===== config.mk =====
export PLATFORM = sky130hd
export DESIGN_NAME = disp_colr_adapt
export DESIGN_NICKNAME = d
export VERILOG_FILES = /design/src/rtl/disp_pkg.sv /design/src/rtl/disp_chan_conv.sv /design/src/rtl/disp_colr_adapt.sv
export SDC_FILE = /design/constraint.sdc
export NUM_CORES = 1
export LEC_CHECK = 0
export CAP_MARGIN = 20
export CORE_ASPECT_RATIO = 1.2
export CORE_MARGIN = 3
export CORE_UTILIZATION = 50
export DETAILED_ROUTE_END_ITERATION = 8
export GPL_TIMING_DRIVEN = 0
export PLACE_DENSITY = 0.9
export SLEW_MARGIN = 0
export SYNTH_ARGS = -nofsm -noshare
export SYNTH_HDL_FRONTEND = slang
export SYNTH_SLANG_ARGS = --single-unit
export TNS_END_PERCENT = 20

===== constraint.sdc =====
create_clock -name clk_pix -period 8.8 [get_ports clk_pix]
set_input_delay 1.76 -clock clk_pix [delete_from_list [all_inputs] [get_ports clk_pix]]
set_output_delay 1.76 -clock clk_pix [all_outputs]
set_load 0.005 [all_outputs]

===== src/rtl/disp_pkg.sv =====
// -----------------------------------------------------------------------------
// disp_pkg
// Shared definitions for the display colour adapter:
//   - disp_mode_t : colour mode encoding (pass / greyscale / invert / reserved)
//   - LUMA_*      : integer luma weights, summing to 2**LUMA_SHIFT
//   - BAYER       : 4x4 ordered-dither threshold matrix (values 0..15)
//   - bayer_thr() : threshold lookup by row/column
// -----------------------------------------------------------------------------
package disp_pkg;

    // The reserved code 3 behaves exactly like MODE_PASS.
    typedef enum logic [1:0] {
        MODE_PASS = 2'd0,
        MODE_GREY = 2'd1,
        MODE_INV  = 2'd2,
        MODE_RSVD = 2'd3
    } disp_mode_t;

    // luma = (5r + 9g + 2b) >> 4; the weights sum to 16, so the sum fits in
    // channel width + LUMA_SHIFT bits and the shifted result never overflows.
    localparam int LUMA_R     = 5;
    localparam int LUMA_G     = 9;
    localparam int LUMA_B     = 2;
    localparam int LUMA_SHIFT = 4;

    // Classic 4x4 Bayer matrix, indexed [row][col].
    localparam logic [3:0] BAYER [4][4] = '{
        '{4'd0,  4'd8,  4'd2,  4'd10},
        '{4'd12, 4'd4,  4'd14, 4'd6 },
        '{4'd3,  4'd11, 4'd1,  4'd9 },
        '{4'd15, 4'd7,  4'd13, 4'd5 }
    };

    function automatic logic [3:0] bayer_thr(input logic [1:0] row,
                                             input logic [1:0] col);
        return BAYER[row][col];
    endfunction

endpackage


===== src/rtl/disp_chan_conv.sv =====
// -----------------------------------------------------------------------------
// disp_chan_conv
// Combinational width conversion of one colour channel.
//   BPC_OUT >  BPC_IN : input bits repeated MSB-first until the output is full
//   BPC_OUT == BPC_IN : pass through
//   BPC_OUT <  BPC_IN : truncation to the top bits, or, with DISP_DITHER_EN
//                       defined, ordered dither with saturation
// Ports:
//   chan  in  BPC_IN   channel value
//   thr   in  4        raw Bayer threshold (0..15), only used when dithering
//   conv  out BPC_OUT  converted channel value
// Optional feature macro: DISP_DITHER_EN
// -----------------------------------------------------------------------------
module disp_chan_conv #(
    parameter int BPC_IN  = 5,
    parameter int BPC_OUT = 8
) (
    input  logic [BPC_IN-1:0]  chan,
    input  logic [3:0]         thr,
    output logic [BPC_OUT-1:0] conv
);

    if (BPC_OUT > BPC_IN) begin : g_expand
        // Output bit i (counted from the MSB) takes input bit (i mod BPC_IN),
        // also counted from the MSB: 5->8 gives {c, c[4:2]}.
        for (genvar i = 0; i < BPC_OUT; i++) begin : g_bit
            assign conv[BPC_OUT-1-i] = chan[BPC_IN-1-(i % BPC_IN)];
        end
        logic unused_thr;
        assign unused_thr = ^thr;

    end else if (BPC_OUT == BPC_IN) begin : g_equal
        assign conv = chan;
        logic unused_thr;
        assign unused_thr = ^thr;

    end else begin : g_reduce
        localparam int D = BPC_IN - BPC_OUT;

`ifdef DISP_DITHER_EN
        // Threshold rescaled from the 0..15 range to the D discarded bits so
        // it never exceeds 2**D - 1.
        logic [D-1:0]      t_s;
        logic [BPC_IN:0]   sum;
        logic [BPC_OUT:0]  q;

        if (D <= 4) begin : g_tdown
            assign t_s = D'(thr >> (4 - D));
        end else begin : g_tup
            assign t_s = {thr, {(D-4){1'b0}}};
        end

        // One extra bit holds the carry; a set carry bit means the rounded
        // value reached 2**BPC_OUT and must saturate to all ones.
        assign sum  = {1'b0, chan} + (BPC_IN+1)'(t_s);
        assign q    = (BPC_OUT+1)'(sum >> D);
        assign conv = q[BPC_OUT] ? {BPC_OUT{1'b1}} : q[BPC_OUT-1:0];
`else
        assign conv = chan[BPC_IN-1:D];
        logic unused_bits;
        assign unused_bits = ^{thr, chan[D-1:0]};
`endif
    end

endmodule


===== src/rtl/disp_colr_adapt.sv =====
// -----------------------------------------------------------------------------
// disp_colr_adapt
// Display colour adapter: per-frame colour mode (pass / greyscale / invert)
// followed by per-channel width conversion from BPC_IN to BPC_OUT bits.
// Position, enable and frame pulse travel through the same two register
// stages as the colour, so every output lags its input by exactly 2 cycles.
//
// Parameters:
//   BPC_IN   input bits per channel  (1..12)
//   BPC_OUT  output bits per channel (1..12), BPC_IN - BPC_OUT <= 8
//   CORDW    signed coordinate width
// Ports:
//   clk_pix, rst_pix                pixel clock, synchronous active-high reset
//   mode                            requested colour mode, latched at in_frame
//   in_x, in_y, in_de, in_frame     input timing
//   in_r, in_g, in_b                input colour (BPC_IN)
//   out_x, out_y, out_de, out_frame timing delayed by 2 cycles
//   out_r, out_g, out_b             converted colour (BPC_OUT), 0 in blanking
// Optional feature macro: DISP_DITHER_EN (ordered dither on width reduction)
// -----------------------------------------------------------------------------
module disp_colr_adapt
    import disp_pkg::*;
#(
    parameter int BPC_IN  = 5,
    parameter int BPC_OUT = 8,
    parameter int CORDW   = 16
) (
    input  logic                    clk_pix,
    input  logic                    rst_pix,
    input  logic [1:0]              mode,
    input  logic signed [CORDW-1:0] in_x,
    input  logic signed [CORDW-1:0] in_y,
    input  logic                    in_de,
    input  logic                    in_frame,
    input  logic [BPC_IN-1:0]       in_r,
    input  logic [BPC_IN-1:0]       in_g,
    input  logic [BPC_IN-1:0]       in_b,
    output logic signed [CORDW-1:0] out_x,
    output logic signed [CORDW-1:0] out_y,
    output logic                    out_de,
    output logic                    out_frame,
    output logic [BPC_OUT-1:0]      out_r,
    output logic [BPC_OUT-1:0]      out_g,
    output logic [BPC_OUT-1:0]      out_b
);

    localparam int LW = BPC_IN + LUMA_SHIFT;

    // Frame-level state
    disp_mode_t mode_q;
    logic [1:0] fc;

    // Stage 1: mode-transformed pixel at input depth
    logic signed [CORDW-1:0] s1_x, s1_y;
    logic                    s1_de, s1_frame;
    logic [BPC_IN-1:0]       s1_r, s1_g, s1_b;

    // Stage 1 combinational transform
    disp_mode_t        eff_mode;
    logic [LW-1:0]     luma_sum;
    logic [BPC_IN-1:0] luma;
    logic [BPC_IN-1:0] xf_r, xf_g, xf_b;

    // Stage 2 combinational conversion
    logic [3:0]         thr;
    logic [BPC_OUT-1:0] conv_r, conv_g, conv_b;

    // -------------------------------------------------------------------------
    // Stage 1 transform
    // -------------------------------------------------------------------------
    always_comb begin
        // NOTE: every variable gets a value on every path through this block
        // (defaults first, default arm in the case) so no latch is inferred.
        xf_r = in_r;
        xf_g = in_g;
        xf_b = in_b;

        // The frame-start pixel already uses the mode requested with it.
        eff_mode = in_frame ? disp_mode_t'(mode) : mode_q;

        luma_sum = LW'(LUMA_R) * LW'(in_r)
                 + LW'(LUMA_G) * LW'(in_g)
                 + LW'(LUMA_B) * LW'(in_b);
        luma     = BPC_IN'(luma_sum >> LUMA_SHIFT);

        case (eff_mode)
            MODE_GREY: begin
                xf_r = luma;
                xf_g = luma;
                xf_b = luma;
            end
            MODE_INV: begin
                xf_r = ~in_r;
                xf_g = ~in_g;
                xf_b = ~in_b;
            end
            default: ;  // MODE_PASS and the reserved code leave colour as is
        endcase
    end

    // -------------------------------------------------------------------------
    // Frame state and stage 1 registers
    // -------------------------------------------------------------------------
    // NOTE: sequential state uses non-blocking assignments only, so every
    // register samples pre-edge values regardless of statement order.
    always_ff @(posedge clk_pix) begin
        // NOTE: the reset is synchronous and clears every register of the
        // pipeline, so the first two post-reset outputs are all zero.
        if (rst_pix) begin
            mode_q   <= MODE_PASS;
            fc       <= '0;
            s1_x     <= '0;
            s1_y     <= '0;
            s1_de    <= 1'b0;
            s1_frame <= 1'b0;
            s1_r     <= '0;
            s1_g     <= '0;
            s1_b     <= '0;
        end else begin
            if (in_frame) begin
                mode_q <= disp_mode_t'(mode);
                fc     <= fc + 2'd1;
            end
            s1_x     <= in_x;
            s1_y     <= in_y;
            s1_de    <= in_de;
            s1_frame <= in_frame;
            s1_r     <= xf_r;
            s1_g     <= xf_g;
            s1_b     <= xf_b;
        end
    end

    // -------------------------------------------------------------------------
    // Stage 2 width conversion
    // -------------------------------------------------------------------------
    // fc has already advanced when the frame-start pixel sits in stage 1, so
    // the whole frame, including its first pixel, shares one dither phase.
    // XOR-ing the position with the frame count shifts the pattern each frame.
    assign thr = bayer_thr(s1_y[1:0] ^ {2{fc[1]}}, s1_x[1:0] ^ {2{fc[0]}});

    disp_chan_conv #(.BPC_IN(BPC_IN), .BPC_OUT(BPC_OUT)) u_conv_r (
        .chan (s1_r),
        .thr  (thr),
        .conv (conv_r)
    );

    disp_chan_conv #(.BPC_IN(BPC_IN), .BPC_OUT(BPC_OUT)) u_conv_g (
        .chan (s1_g),
        .thr  (thr),
        .conv (conv_g)
    );

    disp_chan_conv #(.BPC_IN(BPC_IN), .BPC_OUT(BPC_OUT)) u_conv_b (
        .chan (s1_b),
        .thr  (thr),
        .conv (conv_b)
    );

    // -------------------------------------------------------------------------
    // Stage 2 registers (outputs)
    // -------------------------------------------------------------------------
    always_ff @(posedge clk_pix) begin
        if (rst_pix) begin
            out_x     <= '0;
            out_y     <= '0;
            out_de    <= 1'b0;
            out_frame <= 1'b0;
            out_r     <= '0;
            out_g     <= '0;
            out_b     <= '0;
        end else begin
            out_x     <= s1_x;
            out_y     <= s1_y;
            out_de    <= s1_de;
            out_frame <= s1_frame;
            // Colour is blanked while enable is low; timing still propagates.
            out_r     <= s1_de ? conv_r : '0;
            out_g     <= s1_de ? conv_g : '0;
            out_b     <= s1_de ? conv_b : '0;
        end
    end

endmodule


; ---- Word level (Yosys, flattened, before mapping)
; Cells that the tools add are included.
[classes]
add_sub_neg = 2
multipliers = 2
n_div = 0
order_cmp = 0
n_eq_ne = 2
n_shift = 0
n_mux = 4
bitwise_logic = 4
n_reduce_logical = 1
[ops]
columns = cell, count
row1 = $pmux 5 s2, 3
row2 = $not 5->5, 3
row3 = $add 8x9->9, 1
row4 = $add 9x6->9, 1
row5 = $mul 4x5->9 const A, 1
row6 = $mul 3x5->8 const A, 1
row7 = $eq 2x1->1 const B, 1
row8 = $eq 2x2->1 const B, 1
row9 = $mux 2, 1
row10 = $reduce_or 2->1, 1
row11 = $not 1->1, 1
[word_totals]
ff_bits = 109
latch_bits = 0
ramBits = 0
rom_bits = 0
inputBits = 53
output_inout_bits = 58
elab_cells = 30
mem_count = 0

; ---- Depth between registers and ports, before layout
; Gate-level depths: netlist of the first run.
[depth]
word_depth = 4
mapped_depth = 14
depth_no_buf = 14

; ---- By module
; From an unflattened synthesis of the first run, not the netlist that was laid out.
[unflattened]
hier_cells = 399
hier_area_um2 = 4265.3
[by_module_without_submodules]
columns = module, instances, cells_per_inst, area_per_inst_um2, seq_area_each_um2
row1 = disp_colr_adapt, 1, 375, 4085.2, 2222.1
row2 = disp_chan_conv, 3, 8, 60.1, 0.0

; ---- Worst setup path before layout of the first run
; No wires, ideal clock.
[synth_path]
kind = input-to-reg
from = input in_r[1]
to = register s1_g[2]
setup_ns = 0.130
t_arrival_ns = 4.710
required_time_ns = 8.670
path_slack_ns = 3.961
cell_stages = 12
n_path_buf = 0
path_cell_list = ha_1 -> inv_1 -> fa_1 -> fa_1 -> fa_1 -> inv_1 -> ha_1 -> a21oi_2 -> nor2b_1 -> or4_1 -> nand3_1 -> a221oi_1
[synth_between]
elab_chain_len = 4
[synth_lines]
columns = item, line
row1 = from (decl), disp_colr_adapt.sv:35  ; input logic [BPC_IN-1:0] in_r,
row2 = $mul 3x5->8, disp_colr_adapt.sv:81  ; luma_sum = LW'(LUMA_R) * LW'(in_r)
row3 = $add 8x9->9, disp_colr_adapt.sv:82  ; + LW'(LUMA_G) * LW'(in_g)
row4 = $add 9x6->9, disp_colr_adapt.sv:83  ; + LW'(LUMA_B) * LW'(in_b);
row5 = $pmux 5 s2, disp_colr_adapt.sv:86  ; case (eff_mode)
row6 = to (signal assigned), disp_colr_adapt.sv:129  ; s1_g <= xf_g;
row7 = to (decl), disp_colr_adapt.sv:56  ; logic [BPC_IN-1:0] s1_r, s1_g, s1_b;
; No other way between the ends.
; A chain may end at the register's enable or synchronous reset.

; ---- Worst setup path in the final report of the first run
[layout_path]
from = input in_g[3]
to = register s1_g[3]
[layout_between]
elab_chain_len = 4
elab_cells_between_ends = 5
cone_classes = 2 x add/sub / 1 x mul / 1 x mux / 1 x bitwise
[layout_lines]
columns = item, line
row1 = from (decl), disp_colr_adapt.sv:36  ; input logic [BPC_IN-1:0] in_g,
row2 = $mul 4x5->9, disp_colr_adapt.sv:82
row3 = $add 8x9->9, disp_colr_adapt.sv:82
row4 = $add 9x6->9, disp_colr_adapt.sv:83
row5 = $pmux 5 s2 *, disp_colr_adapt.sv:86
; Mark *: on every way between the ends. The rest lies on a longest branch, timed or not.

==> results of run 1 <==
## worst max-delay path: stages
cell	delay [ps]
clkdlybuf4s50_1	550
ha_1	170
inv_1	50
fa_1	500
fa_1	450
fa_1	550
inv_1	40
ha_1	350
a21oi_2	210
nor2b_1	130
a2111oi_2	330
o21ai_1	160
a221oi_1	320
## cell families (layout without fill, tap and decap cells)
| logic type | after synthesis | in the layout | synth area share, % |
|---|---|---|---|
| flops | 100 | 100 | 52.9 |
| simple gates | 101 | 101 | 16.8 |
| compound gates | 43 | 43 | 9.07 |
| xor+xnor | 1 | 1 | 0.232 |
| other cells | 0 | 1 | 0 |
| mux | 3 | 3 | 0.926 |
| buf+inv | 65 | 191 | 7.74 |
| fa+ha+maj | 31 | 31 | 12.2 |
## cells in the mapped netlist (3+ instances only)
master      n
a21boi_0    3
buf_4      12
clkbuf_1    8
o21a_1      3
fa_1       10
a21o_1      3
inv_1      42
a221oi_1    9
ha_1       21
nand2_1     6
dfxtp_1   100
nor2b_1    69
a221oi_2    3
and2_1     16
a21oi_1    12
## sequential cells by signal, indices dropped and copies added (netlist names)
name and cells:
out_frame 1, mode_q 2, s1_de 1, s1_r 5
out_g 5, s1_y 16, out_r 5, s1_frame 1
out_b 5, s1_b 5, s1_x 16, s1_g 5
out_de 1, out_x 16, out_y 16
## power by group through the flow
stage                     sequential, mW  clock (mW)  combinational [mW]
after floorplan                    0.496           0               0.150
after global placement             0.495           0               0.214
after detailed placement           0.497           0               0.223
after CTS                          0.486       0.291               0.226
after global routing               0.488       0.310               0.253
final                              0.486       0.284               0.226
## layout make-up
| class | instances | share of cell area [%] |
|---|---|---|
| diodes | 1 | 0.0482 |
| plain buffers | 23 | 2.60 |
| clock buffers | 10 | 2.46 |
| clock inverters | 6 | 1.37 |
| inverters | 42 | 3.03 |
| multi-input cells | 179 | 28.6 |
| flip-flops and latches | 100 | 38.5 |
| well taps | 90 | 2.17 |
| repair buffers | 110 | 21.2 |
## routing by layer
metal	share of wire (%)	up-vias
met3	6.2	22
met2	54	99
met1	37	1248
met5	0	-
li1	-	1330
met4	2.8	0
## placed cells by master (no fill, tap or decap), types with 3 or more instances in the layout
| cell | instances |
|---|---|
| o21a_1 | 3 |
| a221oi_1 | 9 |
| fa_1 | 10 |
| ha_1 | 21 |
| a21boi_0 | 3 |
| nor2b_1 | 69 |
| a21oi_1 | 12 |
| nand2_1 | 6 |
| clkbuf_8 | 9 |
| a21o_1 | 3 |
| clkdlybuf4s50_1 | 110 |
| dfxtp_1 | 100 |
| a221oi_2 | 3 |
| and2_1 | 16 |
| buf_4 | 12 |
| clkbuf_1 | 9 |
| inv_1 | 42 |
## worst max path at each step
| stage | to | cells after the start |
|---|---|---|
| 2_1_floorplan | s1_g[2]$_SDFF_PP0_ | 12 |
| 4_1_cts | s1_b[2]$_SDFF_PP0_ | 13 |
| 3_3_place_gp | s1_g[3]$_SDFF_PP0_ | 13 |
| 6_report | s1_g[3]$_SDFF_PP0_ | 13 |
| 3_5_place_dp | s1_r[3]$_SDFF_PP0_ | 13 |
| 5_1_grt | s1_b[3]$_SDFF_PP0_ | 13 |
## through the flow
step | power [mW] | cell area (um^2)
CTS | 1.00 | 5190
global placement | 0.709 | 4990
detailed placement | 0.720 | 4990
global route | 1.05 | 5190
floorplan | 0.645 | 3780
finish | 0.996 | 5200
==> flow_summary.toml, run 1 <==
[run_status]
outcome = "finished clean"

[drt]
post_drt_via_cell_ratio = 4.81
drc = 0
ant_nets = 0
wirelength_um = 8110
dr_total_vias = 2699
wire_per_inst_um = 14.5
dr.pass1.iters = 4
drt_iter0_drc = 96

[grt]
grt_first_pass_wirelength_um = 12800
track_usage_pct = 19.2
gr-total-overflow = 0
antenna_found_initial = 0
grt_use_met2_pct = 35.6
grt_use_met1_pct = 20.8
grt_pass1_vias = 2671
grtUsageMet3_pct = 4.07
top_usage_layer = "met2"
grt_max_degree = 18

[floorplanning]
die_h_um = 101
die_x_um = 85.4
coreArea_um2 = 7320
dieArea_um2 = 8650
initial_core_util_pct = 51.7
io_pins = 111
rows = 34

[layout]
nNetsFinal = 549
multi_input_area_um2 = 1490
regArea_um2 = 2000
post-route-util_pct = 71.0
syn2layout_area_growth_pct = 37.4
layout-drive-gt1-share_pct = 8.51
fill_cells = 500
layout.cells.non_filler = 561

[power]
cell_internal_pwr_mw = 0.726
swShare_pct = 27.1
power_frac_seq_pct = 48.8
powerDensity_nw_per_um2 = 192
ir_worst_vdd_mv = 0.150
comb_power_share_pct = 22.7
p_leak_nw = 2.23
p_switching_mw = 0.270
clockPowerShare_pct = 28.6

[sta]
hold_violations = 0
worst_pin_slew_ps = 617
finalSetupViolations = 0
slew_headroom_pct = 58.3
fin_ws_ps = 3470
min_period_ps = 5330
min_period_over_period_pct = 60.6
drv_slew = 0
max_freq_mhz = 187
rsz0062_at_grt = "no"
hold_ws_ps = 427
finalSetupTns_ps = 0
skew_ps = 7.50

[synthesis]
yosys_register_bits = 100
synth.avg_cell_area_um2 = 11.0
synth_edf_count = 0
netlist_area_um2 = 3780
yosys.area.top_type = "dfxtp_1"
synth_fp_nets = 428
synth_cell_type_count = 36
synth_warnings = 0
synthFlopType = "dfxtp_1"
synth.area.top_cells = "dfxtp_1 53%, nor2b_1 11%, ha_1 6.9%"
yosysTopAreaCellShare_pct = 52.9
synthCells = 344
synth.yosys.seq_area_share_pct = 52.9
async_flop_share_pct = 0

[critical_path]
crit_path_max_fanout = 5
start_kind = "input port"
worst-setup-path-type = "in -> reg"
r2r_slack_ps = 6950
cp-startpoint = "in_g[3]"
end_kind = "register"
r2r_start = "mode_q[1]$_SDFF_PP0_"
cp_data_required_time_ps = 9030
reg2reg_depth = 7
r2r_end = "s1_b[2]$_SDFF_PP0_"
worst-endpoint-arrival_ps = 5570

[place]
dp_hpwl_um = 6360
dp_cells = 544
portBuffers = 110
place_ws_ps = 3170
place.gp.congestion = 0.880

[clock_network]
cts_num_sinks = 100
clkLatencyLatePin_ps = 350
cts_resized = 0
htreeDepth = 3
cts_hold_buf = 0
post_cts_buffers = 0
cts.path.max_buffers = 2
clock-root-buffer = "clkbuf_8"
cts_inserted_buffers = 9
cts_tree = "yes"
cts.clk_slew.worst_paths_ps = 90

[worst_hold_path]
hp-class = "reg -> reg"
min-delay-start = "s1_r[2]$_SDFF_PP0_"
hold-path-cell-count = 1
hold_path_end = "out_r[5]$_SDFF_PP0_"

[run]
drv_cap = 0
No activity file was read; power rests on OpenSTA's default activity.
==> inputs of run 2 (changes only) <==
--- a/config.mk
+++ b/config.mk
@@ -8,10 +8,10 @@
 export CAP_MARGIN = 20
 export CORE_ASPECT_RATIO = 1.2
 export CORE_MARGIN = 3
-export CORE_UTILIZATION = 50
+export CORE_UTILIZATION = 47
 export DETAILED_ROUTE_END_ITERATION = 8
 export GPL_TIMING_DRIVEN = 0
-export PLACE_DENSITY = 0.9
+export PLACE_DENSITY = 0.86
 export SLEW_MARGIN = 0
 export SYNTH_ARGS = -nofsm -noshare
 export SYNTH_HDL_FRONTEND = slang
==> constraint.sdc (replaced) <==
create_clock -name clk_pix -period 5.5 [get_ports clk_pix]
set_input_delay 1.1 -clock clk_pix [delete_from_list [all_inputs] [get_ports clk_pix]]
set_output_delay 1.1 -clock clk_pix [all_outputs]
set_load 0.005 [all_outputs]
==> flow_summary.toml, run 2 (synthesis gave the netlist of run 1 again) <==
[place]
dp_hpwl_um = 6170
place.gp.congestion = 0.806
portBuffers = 110

[drt]
wirelength_um = 7820
wire_per_inst_um = 13.9
drc = 0
dr_total_vias = 2651
post_drt_via_cell_ratio = 4.72
route.met2.wl_um = 4110
routed.top_layer = "met4"
drt_iter0_drc = 73
ant_nets = 0
drt-met1-wl_um = 3090
met3WireLength_um = 395
dr.pass1.iters = 4

[grt]
gr-total-overflow = 0
grt_first_pass_wirelength_um = 12400
antenna_found_initial = 0
grt_pass1_vias = 2650
track_usage_pct = 17.7
grt_max_degree = 20

[clock_network]
cts_hold_buf = 0
htreeDepth = 3
cts.path.max_buffers = 2
cts_tree = "yes"
cts.clk_slew.worst_paths_ps = 100
clkLatencyLatePin_ps = 360
cts_resized = 0
cts_num_sinks = 100
post_cts_buffers = 0
clock-root-buffer = "clkbuf_8"
cts_inserted_buffers = 9

[sta]
hold_ws_ps = 421
skew_ps = 11.0
max_freq_mhz = 213
rsz0062_at_grt = "no"
min_period_ps = 4690
slew_headroom_pct = 63.3
worst_pin_slew_ps = 543
finalSetupViolations = 0
min_period_over_period_pct = 85.3
drv_slew = 0
hold_violations = 0
finalSetupTns_ps = 0

[critical_path]
worst-endpoint-arrival_ps = 4950
cpMaxStageDelayCell = "clkdlybuf4s50_1"
slowest_delay_ps = 550
cp_top_family = "adder cells"
crit_chain = "clkdlybuf4s50_1 -> ha_1 -> inv_1 -> fa_1 -> fa_1 -> fa_1 -> inv_1 -> ha_1 -> a21oi_2 -> nor2b_1 -> a2111oi_2 -> o21ai_1 -> a221oi_1"
path_buf_inv = 3
end_kind = "register"
start_kind = "input port"
crit_path_max_fanout = 5
worst-setup-path-type = "in -> reg"
cp_common_cell = "fa_1"
cp_data_required_time_ps = 5760

[floorplanning]
rows = 35
io_pins = 111
dieArea_um2 = 9160
coreArea_um2 = 7750
die_x_um = 87.9
initial_core_util_pct = 48.8
die_h_um = 104

[power]
power_frac_seq_pct = 47.7
p_switching_mw = 0.455
comb_power_share_pct = 22.4
powerDensity_nw_per_um2 = 312
p_leak_nw = 2.24
clockPowerShare_pct = 29.8
swShare_pct = 28.0
cell_internal_pwr_mw = 1.17
ir_worst_vdd_mv = 0.118

[layout]
final_cell_mix = "110 x clkdlybuf4s50_1, 100 x dfxtp_1, 69 x nor2b_1"
syn2layout_area_growth_pct = 37.9
layout-drive-gt1-share_pct = 8.72
insertedDiodeCount = 0
final_common_cell = "clkdlybuf4s50_1"
nNetsFinal = 549

[run_status]
outcome = "finished clean"

[run]
drv_cap = 0

[worst_hold_path]
hp-class = "reg -> reg"
## run 2: changes by cell type in the layout (fill, tap and decap cells not counted)
cell and change:
diode_2 -1, clkbuf_1 -1, inv_8 +2, inv_6 -1, clkinv_8 +1, clkinvlp_4 -1
## run 2: path summary, 6_finish.rpt
kind | start | end | slack (ps) | cells past startpoint
worst min-delay path | s1_b[2]$_SDFF_PP0_ | out_b[5]$_SDFF_PP0_ | 420 | 1
worst min register to register | s1_b[2]$_SDFF_PP0_ | out_b[5]$_SDFF_PP0_ | 420 | 1
worst max register to register | mode_q[0]$_SDFF_PP0_ | s1_b[0]$_SDFF_PP0_ | 3750 | 5
worst max-delay path | in_r[1] | s1_g[3]$_SDFF_PP0_ | 810 | 13
## run 2: cell type report
type | count | area [um^2]
buffer | 23 | 135
tap | 92 | 115
clock buffer | 9 | 124
fill | 560 | 2540
timing repair buffer | 110 | 1100
sequential | 100 | 2000
clock inverter | 7 | 93.8
multi-input combinational | 179 | 1490
inverter | 42 | 158
## run 2: stage by stage
| step | cells | power, mW | setup slack (ps) | area, um^2 | utilization, % |
|---|---|---|---|---|---|
| after floorplan | 344 | 1.03 | 1320 | 3780 | - |
| after global placement | 546 | 1.14 | 589 | 5000 | 64.5 |
| after detailed placement | 546 | 1.16 | 499 | 5000 | 64.5 |
| after CTS | 562 | 1.64 | 870 | 5220 | 67.3 |
| after global routing | 562 | 1.71 | 684 | 5220 | 67.3 |
| final | 562 | 1.63 | 808 | 5220 | 67.3 |
## run 2: routing by layer
layer / track usage (%) / vias up
met3: 4.52 / 17
li1: - / 1327
met5: 0 / -
met2: 32.2 / 93
met4: 7.89 / 0
met1: 18.4 / 1214
## run 2: worst register-to-register path, stage by stage (launching register included)
cell,delay (ps)
dfxtp_1,310
mux2i_1,230
ha_1,300
clkbuf_1,380
nand2_1,120
a221oi_1,300
## run 2: power groups by stage
stage / Combinational, mW / Clock [mW] / Sequential [mW]
floorplan: 0.239 / 0 / 0.793
global placement: 0.344 / 0 / 0.792
detailed placement: 0.363 / 0 / 0.794
CTS: 0.366 / 0.495 / 0.777
global route: 0.407 / 0.522 / 0.781
finish: 0.365 / 0.485 / 0.777
==> inputs of run 3 (changes only) <==
--- a/config.mk
+++ b/config.mk
@@ -6,12 +6,12 @@
 export NUM_CORES = 1
 export LEC_CHECK = 0
 export CAP_MARGIN = 20
-export CORE_ASPECT_RATIO = 1.2
 export CORE_MARGIN = 3
 export CORE_UTILIZATION = 47
 export DETAILED_ROUTE_END_ITERATION = 8
 export GPL_TIMING_DRIVEN = 0
 export PLACE_DENSITY = 0.86
+export RECOVER_POWER = 25
 export SLEW_MARGIN = 0
 export SYNTH_ARGS = -nofsm -noshare
 export SYNTH_HDL_FRONTEND = slang
==> constraint.sdc (replaced) <==
create_clock -name clk_pix -period 4.38 [get_ports clk_pix]
set_input_delay 0.876 -clock clk_pix [delete_from_list [all_inputs] [get_ports clk_pix]]
set_output_delay 0.876 -clock clk_pix [all_outputs]
set_load 0.005 [all_outputs]
==> flow_summary.toml, run 3 (synthesis gave the netlist of run 1 again) <==
[run_status]
outcome = "finished clean"

[grt]
grt_first_pass_wirelength_um = 12100
grt_max_degree = 19
antenna_found_initial = 0
track_usage_pct = 17.3
gr-total-overflow = 0
grt_pass1_vias = 2634

[sta]
max_freq_mhz = 236
rsz0062_at_grt = "no"
finalSetupViolations = 0
slew_headroom_pct = 62.1
drv_slew = 0
min_period_ps = 4240
hold_violations = 0
worst_pin_slew_ps = 568
fin_ws_ps = 143
skew_ps = 10.3
min_period_over_period_pct = 96.7

[layout]
final_area_um2 = 5290
final_common_cell = "clkdlybuf4s50_1"
final_cell_mix = "106 x clkdlybuf4s50_1, 100 x dfxtp_1, 68 x nor2b_1"
syn2layout_area_growth_pct = 39.9
layout-drive-gt1-share_pct = 9.34
nNetsFinal = 550
insertedDiodeCount = 0
post-route-util_pct = 68.1

[floorplanning]
die_h_um = 95.7
die_x_um = 95.7
io_pins = 111
rows = 32
dieArea_um2 = 9160
coreArea_um2 = 7770
initial_core_util_pct = 48.7

[worst_hold_path]
hp-class = "reg -> reg"
min-delay-start = "s1_g[2]$_SDFF_PP0_"

[clock_network]
cts.clk_slew.worst_paths_ps = 100
cts.path.max_buffers = 2
cts_tree = "yes"
cts_hold_buf = 0
clock-root-buffer = "clkbuf_8"
htreeDepth = 3
cts_inserted_buffers = 9
clkLatencyLatePin_ps = 350
cts_num_sinks = 100

[power]
powerDensity_nw_per_um2 = 393
p_leak_nw = 2.26
ir_worst_vdd_mv = 0.207

[run]
drv_cap = 0

[critical_path]
cp_data_required_time_ps = 4630
worst-endpoint-arrival_ps = 4490
cp-startpoint = "in_r[4]"
end_kind = "register"
worst-setup-path-type = "in -> reg"
start_kind = "input port"
r2r_start = "mode_q[1]$_SDFF_PP0_"
crit_path_max_fanout = 6

[drt]
drc = 0
dr.pass1.iters = 4
post_drt_via_cell_ratio = 4.66
dr_total_vias = 2669
ant_nets = 0
drt_iter0_drc = 102
wire_per_inst_um = 13.7
wirelength_um = 7830

[place]
dpl_cell_area_um2 = 5010
place_ws_ps = -469
place.gp.congestion = 0.922
dp_hpwl_um = 6140
portBuffers = 110
run 3: critical path, cell delays in order:
cell             delay, ps
clkdlybuf4s50_1        490
inv_1                  100
fa_1                   490
fa_1                   510
fa_1                   550
inv_1                   70
ha_4                   300
nand2_1                 90
nor3_4                 320
a21oi_2                110
mux2_4                 350
a221oi_4               240
run 3: path summary, 6_finish.rpt:
check	end	slack [ps]	cells past startpoint
worst max register to register	s1_g[4]$_SDFF_PP0_	2540	7
worst min register to register	out_g[5]$_SDFF_PP0_	430	1
worst max-delay path	s1_g[4]$_SDFF_PP0_	140	12
worst min-delay path	out_g[5]$_SDFF_PP0_	430	1
run 3: layout make-up:
cell class,count,area [um^2]
plain buffers,23,124
fillers,575,2480
flip-flops and latches,100,2000
well taps,102,128
multi-input cells,179,1560
repair buffers,111,1110
clock inverters,6,82.6
clock buffers,10,128
inverters,42,158
run 3: what timing repair did:
item                                    4_1_cts  5_1_grt
setup buffers                                 0        1
pin swaps                                     1        7
gates resized for setup                       4        9
endpoints found under the setup margin        4       12
run 3: power by group:
group	total (mW)	leakage [nW]	internal (mW)	switching, mW
Sequential	0.976	0.825	0.963	0.0123
Combinational	0.508	1.33	0.253	0.256
Clock	0.593	0.102	0.276	0.317
run 3: layer usage:
layer  wire length (um)  up-vias  track usage, %
li1                   -     1330               -
met4                163        0            6.52
met1               3020     1244            19.7
met3                353       14            2.89
met5                  0        -               0
met2               4290       81            32.1
run 3: per-stage QoR:
step / power, mW / instances / setup TNS, ps / hold slack [ps]
6_report: 2.08 / 573 / 0 / 425
5_1_grt: 2.19 / 573 / 0 / 447
4_1_cts: 2.04 / 572 / 0 / 428
3_5_place_dp: 1.45 / 556 / -4220 / 411
3_3_place_gp: 1.43 / 556 / -3370 / 409
2_1_floorplan: 1.30 / 344 / 0 / 406
==> patch 1, RTL diff (settings of run 1) <==
`CORDW`: 16 -> 8.
--- a/src/rtl/disp_colr_adapt.sv
+++ b/src/rtl/disp_colr_adapt.sv
@@ -23,7 +23,7 @@
 #(
     parameter int BPC_IN  = 5,
     parameter int BPC_OUT = 8,
-    parameter int CORDW   = 16
+    parameter int CORDW   = 8
 ) (
     input  logic                    clk_pix,
     input  logic                    rst_pix,
Interface: changed (resized in_x, in_y, out_x and out_y); port bits go from 111 to 79. The function was not compared with the original's and may differ.
==> patch 1 against run 1 <==
First-iteration DRC count shrank 26%. Area after synthesis shrank 24%. Via count shrank 23%. Sequential cell count shrank 32. Worst setup slack lost 0.13 ns. Hold slack is essentially flat. Total power shrank 19%. Cell area shrank 24%. Routed wire length shrank 31%.
==> patch 1: results (changes against run 1) <==
- Worst Skew: 0.00684 ns (was 0.00750 ns)
- Logic power comb: 0.000187 W (was 0.000226 W)
- Fillers: 396 (was 500)
- CP peak stage delay: 0.60 ns (was 0.55 ns)
- HP Start: s1_b[1] (was s1_r[2])
- Vias in the first global route: 1993 (was 2671)
- VDD IR max: 0.000104 V (was 0.000150 V)
- Clk sinks: 68 (was 100)
- Commonest cells post-synth: 68 x dfxtp_1, 42 x nor2b_1, 41 x inv_1 (was 100 x dfxtp_1, 69 x nor2b_1, 42 x inv_1)
- Setup crit end: s1_r[4] (was s1_g[3])
- Clock power share: 35.2% (was 28.6%)
- Status: finished clean (unchanged)
- End of the worst register-to-register path: s1_b[4] (was s1_b[2])
- Logic inverters: 41 (was 42)
- Slew headroom: 68.1% (was 58.3%)
- Multi-In Gates: 149 (was 179)
- Placement Setup Slack: 3.00 ns (was 3.17 ns)
- Share of post-route cells with drive strength above 1: 8.09% (was 8.51%)
- IO Port Bufs: 77 (was 110)
- Total track usage: 17.8% (was 19.2%)
- CTS clk-pin slew, worst paths: 0.07 ns (was 0.09 ns)
- Ant diodes: 0 (was 1)
- Cell Area, Placed: 3730 um^2 (was 4990 um^2)
- Avg Inst Size Synth: 10.4 um^2 (was 11.0 um^2)
- Final nets: 434 (was 549)
- Worst-path fanout max: 4 (was 5)
- Critical path arrival: 5.71 ns (was 5.57 ns)
- Maximum number of pins on one net before global-route repair: 13 (was 18)
- Starting DRT DRC Count: 71 (was 96)
==> patch 1: logic make-up (layout without fill, tap and decap cells) <==
| group | count (synthesis) | count (layout) | synth area share [%] |
|---|---|---|---|
| AO/OA/AOI/OAI | 35 | 35 | 9.43 |
| flip-flops | 68 | 68 | 47.3 |
| multiplexers | 5 | 5 | 1.96 |
| XOR/XNOR | 1 | 1 | 0.304 |
| adder cells (fa/ha/maj) | 31 | 31 | 16.1 |
| buffers and inverters | 61 | 154 | 9.13 |
| AND/OR/NAND/NOR | 77 | 77 | 15.8 |
==> patch 1: through the flow <==
stage | utilization, % | std cells | power [W]
finish | 72.6 | 433 | 0.000802
global placement | 68.5 | 417 | 0.000519
CTS | 72.6 | 433 | 0.000808
floorplan | - | 278 | 0.000469
global route | 72.6 | 433 | 0.000843
detailed placement | 68.5 | 417 | 0.000527
==> patch 1: metal layers <==
layer	routed length, um	vias to the layer above
li1	-	1053
met1	2170	953
met2	3080	66
met3	232	13
met4	132	0
met5	0	-
==> patch 2, RTL diff (settings of run 1) <==
Made on the original files. Reset style: asynchronous (`rst_pix`), changed in 2 clocked blocks. Comments in the files are not updated.
--- a/src/rtl/disp_colr_adapt.sv
+++ b/src/rtl/disp_colr_adapt.sv
@@ -103,7 +103,7 @@
     // -------------------------------------------------------------------------
     // NOTE: sequential state uses non-blocking assignments only, so every
     // register samples pre-edge values regardless of statement order.
-    always_ff @(posedge clk_pix) begin
+    always_ff @(posedge clk_pix or posedge rst_pix) begin
         // NOTE: the reset is synchronous and clears every register of the
         // pipeline, so the first two post-reset outputs are all zero.
         if (rst_pix) begin
@@ -160,7 +160,7 @@
     // -------------------------------------------------------------------------
     // Stage 2 registers (outputs)
     // -------------------------------------------------------------------------
-    always_ff @(posedge clk_pix) begin
+    always_ff @(posedge clk_pix or posedge rst_pix) begin
         if (rst_pix) begin
             out_x     <= '0;
             out_y     <= '0;
Formal check against the unedited RTL: differs if rst_pix is asserted again (counterexample within 4 cycles, from zero or initial values and one cycle with rst_pix high); with rst_pix held inactive, the same outputs for 10 cycles.
==> patch 2 against run 1 <==
Area after synthesis fell by 2.4%. Non-clock buffer count fell by 9. Hold slack got worse by 0.074 ns. Routed wire length fell by 9.6%. Final cell count fell by 16%. Sequential power rose by 7.0%. Sequential cell count did not move. Clock power rose by 2%. Cell area fell by 1.1%. Worst setup slack got worse by 0.037 ns. Clock skew rose by 0.0020 ns. Via count fell by 14%. Sequential share of layout area rose by 10 points. Total power rose by 6.4%. Critical path type unchanged. Highest routed layer unchanged.
==> patch 2: results (changes against run 1) <==
- GPL Wtd Cong: 0.830 (was 0.880)
- Vias: 2318 (was 2699)
- Endpoint, Worst Hold: out_y[11] (was out_r[5])
- Non-Clock Buffer Area Fraction: 23.6% (was 23.8%)
- Synth Area in XOR/XNOR: 0.475% (was 0.232%)
- Clk tree area frac: 4.04% (was 3.83%)
- Sequential share of the synthesized area: 67.8% (was 52.9%)
- Share of post-route cells with drive strength above 1: 7.79% (was 8.51%)
- Multi-In Gates: 114 (was 179)
- Global Route met3 Usage: 5.01% (was 4.07%)
- Critical path arrival: 5.59 ns (was 5.57 ns)
- Vias per Instance: 4.91 (was 4.81)
- Static Leak: 2.39 nW (was 2.23 nW)
- Logic inverters: 31 (was 42)
- Compound-cell area share of the yosys netlist: 5.19% (was 9.07%)
- Worst Skew: 0.00953 ns (was 0.00750 ns)
- Synth area leaders: dfrtp_1 68%, ha_1 7.1%, fa_1 5.4% (was dfxtp_1 53%, nor2b_1 11%, ha_1 6.9%)
- Met2 usage in global routing: 31.8% (was 35.6%)
- Multi-input logic portion of the cell area: 19.2% (was 28.6%)
- Total track usage: 18.3% (was 19.2%)
- Starting DRT DRC Count: 57 (was 96)
- CP Launch Point: in_r[1] (was in_g[3])
- Per-cell routed wire length: 15.5 um (was 14.5 um)
- Slew headroom: 70.5% (was 58.3%)
- Status: finished clean (unchanged)
- Hold Crit Depth: 0 (was 1)
- Sequential cell area share: 48.7% (was 38.5%)
- Placement Setup Slack: 3.10 ns (was 3.17 ns)
- R2R Path Start: mode_q[1] (unchanged)
- Clk_lat worst skew: around 0.34 ns
- Maximum number of pins on one net before global-route repair: 81 (was 18)
- Ant diodes: 0 (was 1)
- Async S/R FF share, synth: 100% (was 0%)
- Post-synthesis mux area share: 0.814% (was 0.927%)
- Met1 GRT Util: 23.0% (was 20.8%)
- Setup ws final: 3.43 ns (was 3.47 ns)
- Synth cell types: 33 (was 36)
- Placed cell count: 456 (was 544)
- Setup crit end: s1_g[3] (unchanged)
- Final nets: 464 (was 549)
- Mapped Cells: 258 (was 344)
- CTS Buffer Depth: 2 (unchanged)
- FF-to-FF path depth: 9 (was 7)
- HP Start: s1_y[11] (was s1_r[2])
- R2R setup slack: 6.78 ns (was 6.95 ns)
- Fillers: 446 (was 500)
- Global-route wire length before repair: 11700 um (was 12800 um)
- Synthesized net count: 342 (was 428)
-- patch 2: changes by cell type after synthesis, sizes merged, moves of 6 or more --
| cell | before | now |
|---|---|---|
| a21oi | 14 | 6 |
| a221oi | 12 | 0 |
| clkbuf | 9 | 3 |
| dfrtp | 0 | 100 |
| dfxtp | 100 | 0 |
| inv | 42 | 31 |
| nand2 | 6 | 13 |
| nor2b | 69 | 5 |
| o211ai | 0 | 6 |
-- patch 2: per-stage QoR --
| step | instance area, um^2 | total power (W) |
|---|---|---|
| after CTS | 5140 | 0.00107 |
| after detailed placement | 4930 | 0.000780 |
| final | 5140 | 0.00106 |
| after global placement | 4900 | 0.000765 |
| after floorplan | 3690 | 0.000665 |
| after global routing | 5140 | 0.00112 |
-- patch 2: power breakdown --
part,switching (W),internal [W]
Clock,0.000147,0.000142
Combinational,0.000111,0.000140
Sequential,0.0000144,0.000506
Total,0.000272,0.000787
-- patch 2: cell families after synthesis --
family,after synthesis
AO/OA/AOI/OAI,26
XOR/XNOR,2
adder cells (fa/ha/maj),31
buffers and inverters,44
flip-flops,100
multiplexers,3
AND/OR/NAND/NOR,52
-- patch 2: per-layer routing --
layer  part of all wire, %  up-vias
met4                  0.90        0
met1                    41     1142
met2                    51      110
met5                     0        -
li1                      -     1062
met3                   7.4        4
-- patch 2: critical path: stages --
cell and delay, ns:
clkdlybuf4s50_1 0.58, ha_1 0.18, inv_1 0.05, fa_1 0.50, fa_1 0.45, fa_1 0.55, inv_1 0.05, ha_1 0.33
a21o_1 0.19, a41o_1 0.25, o21ai_1 0.30, mux2i_1 0.32, nand2_1 0.08
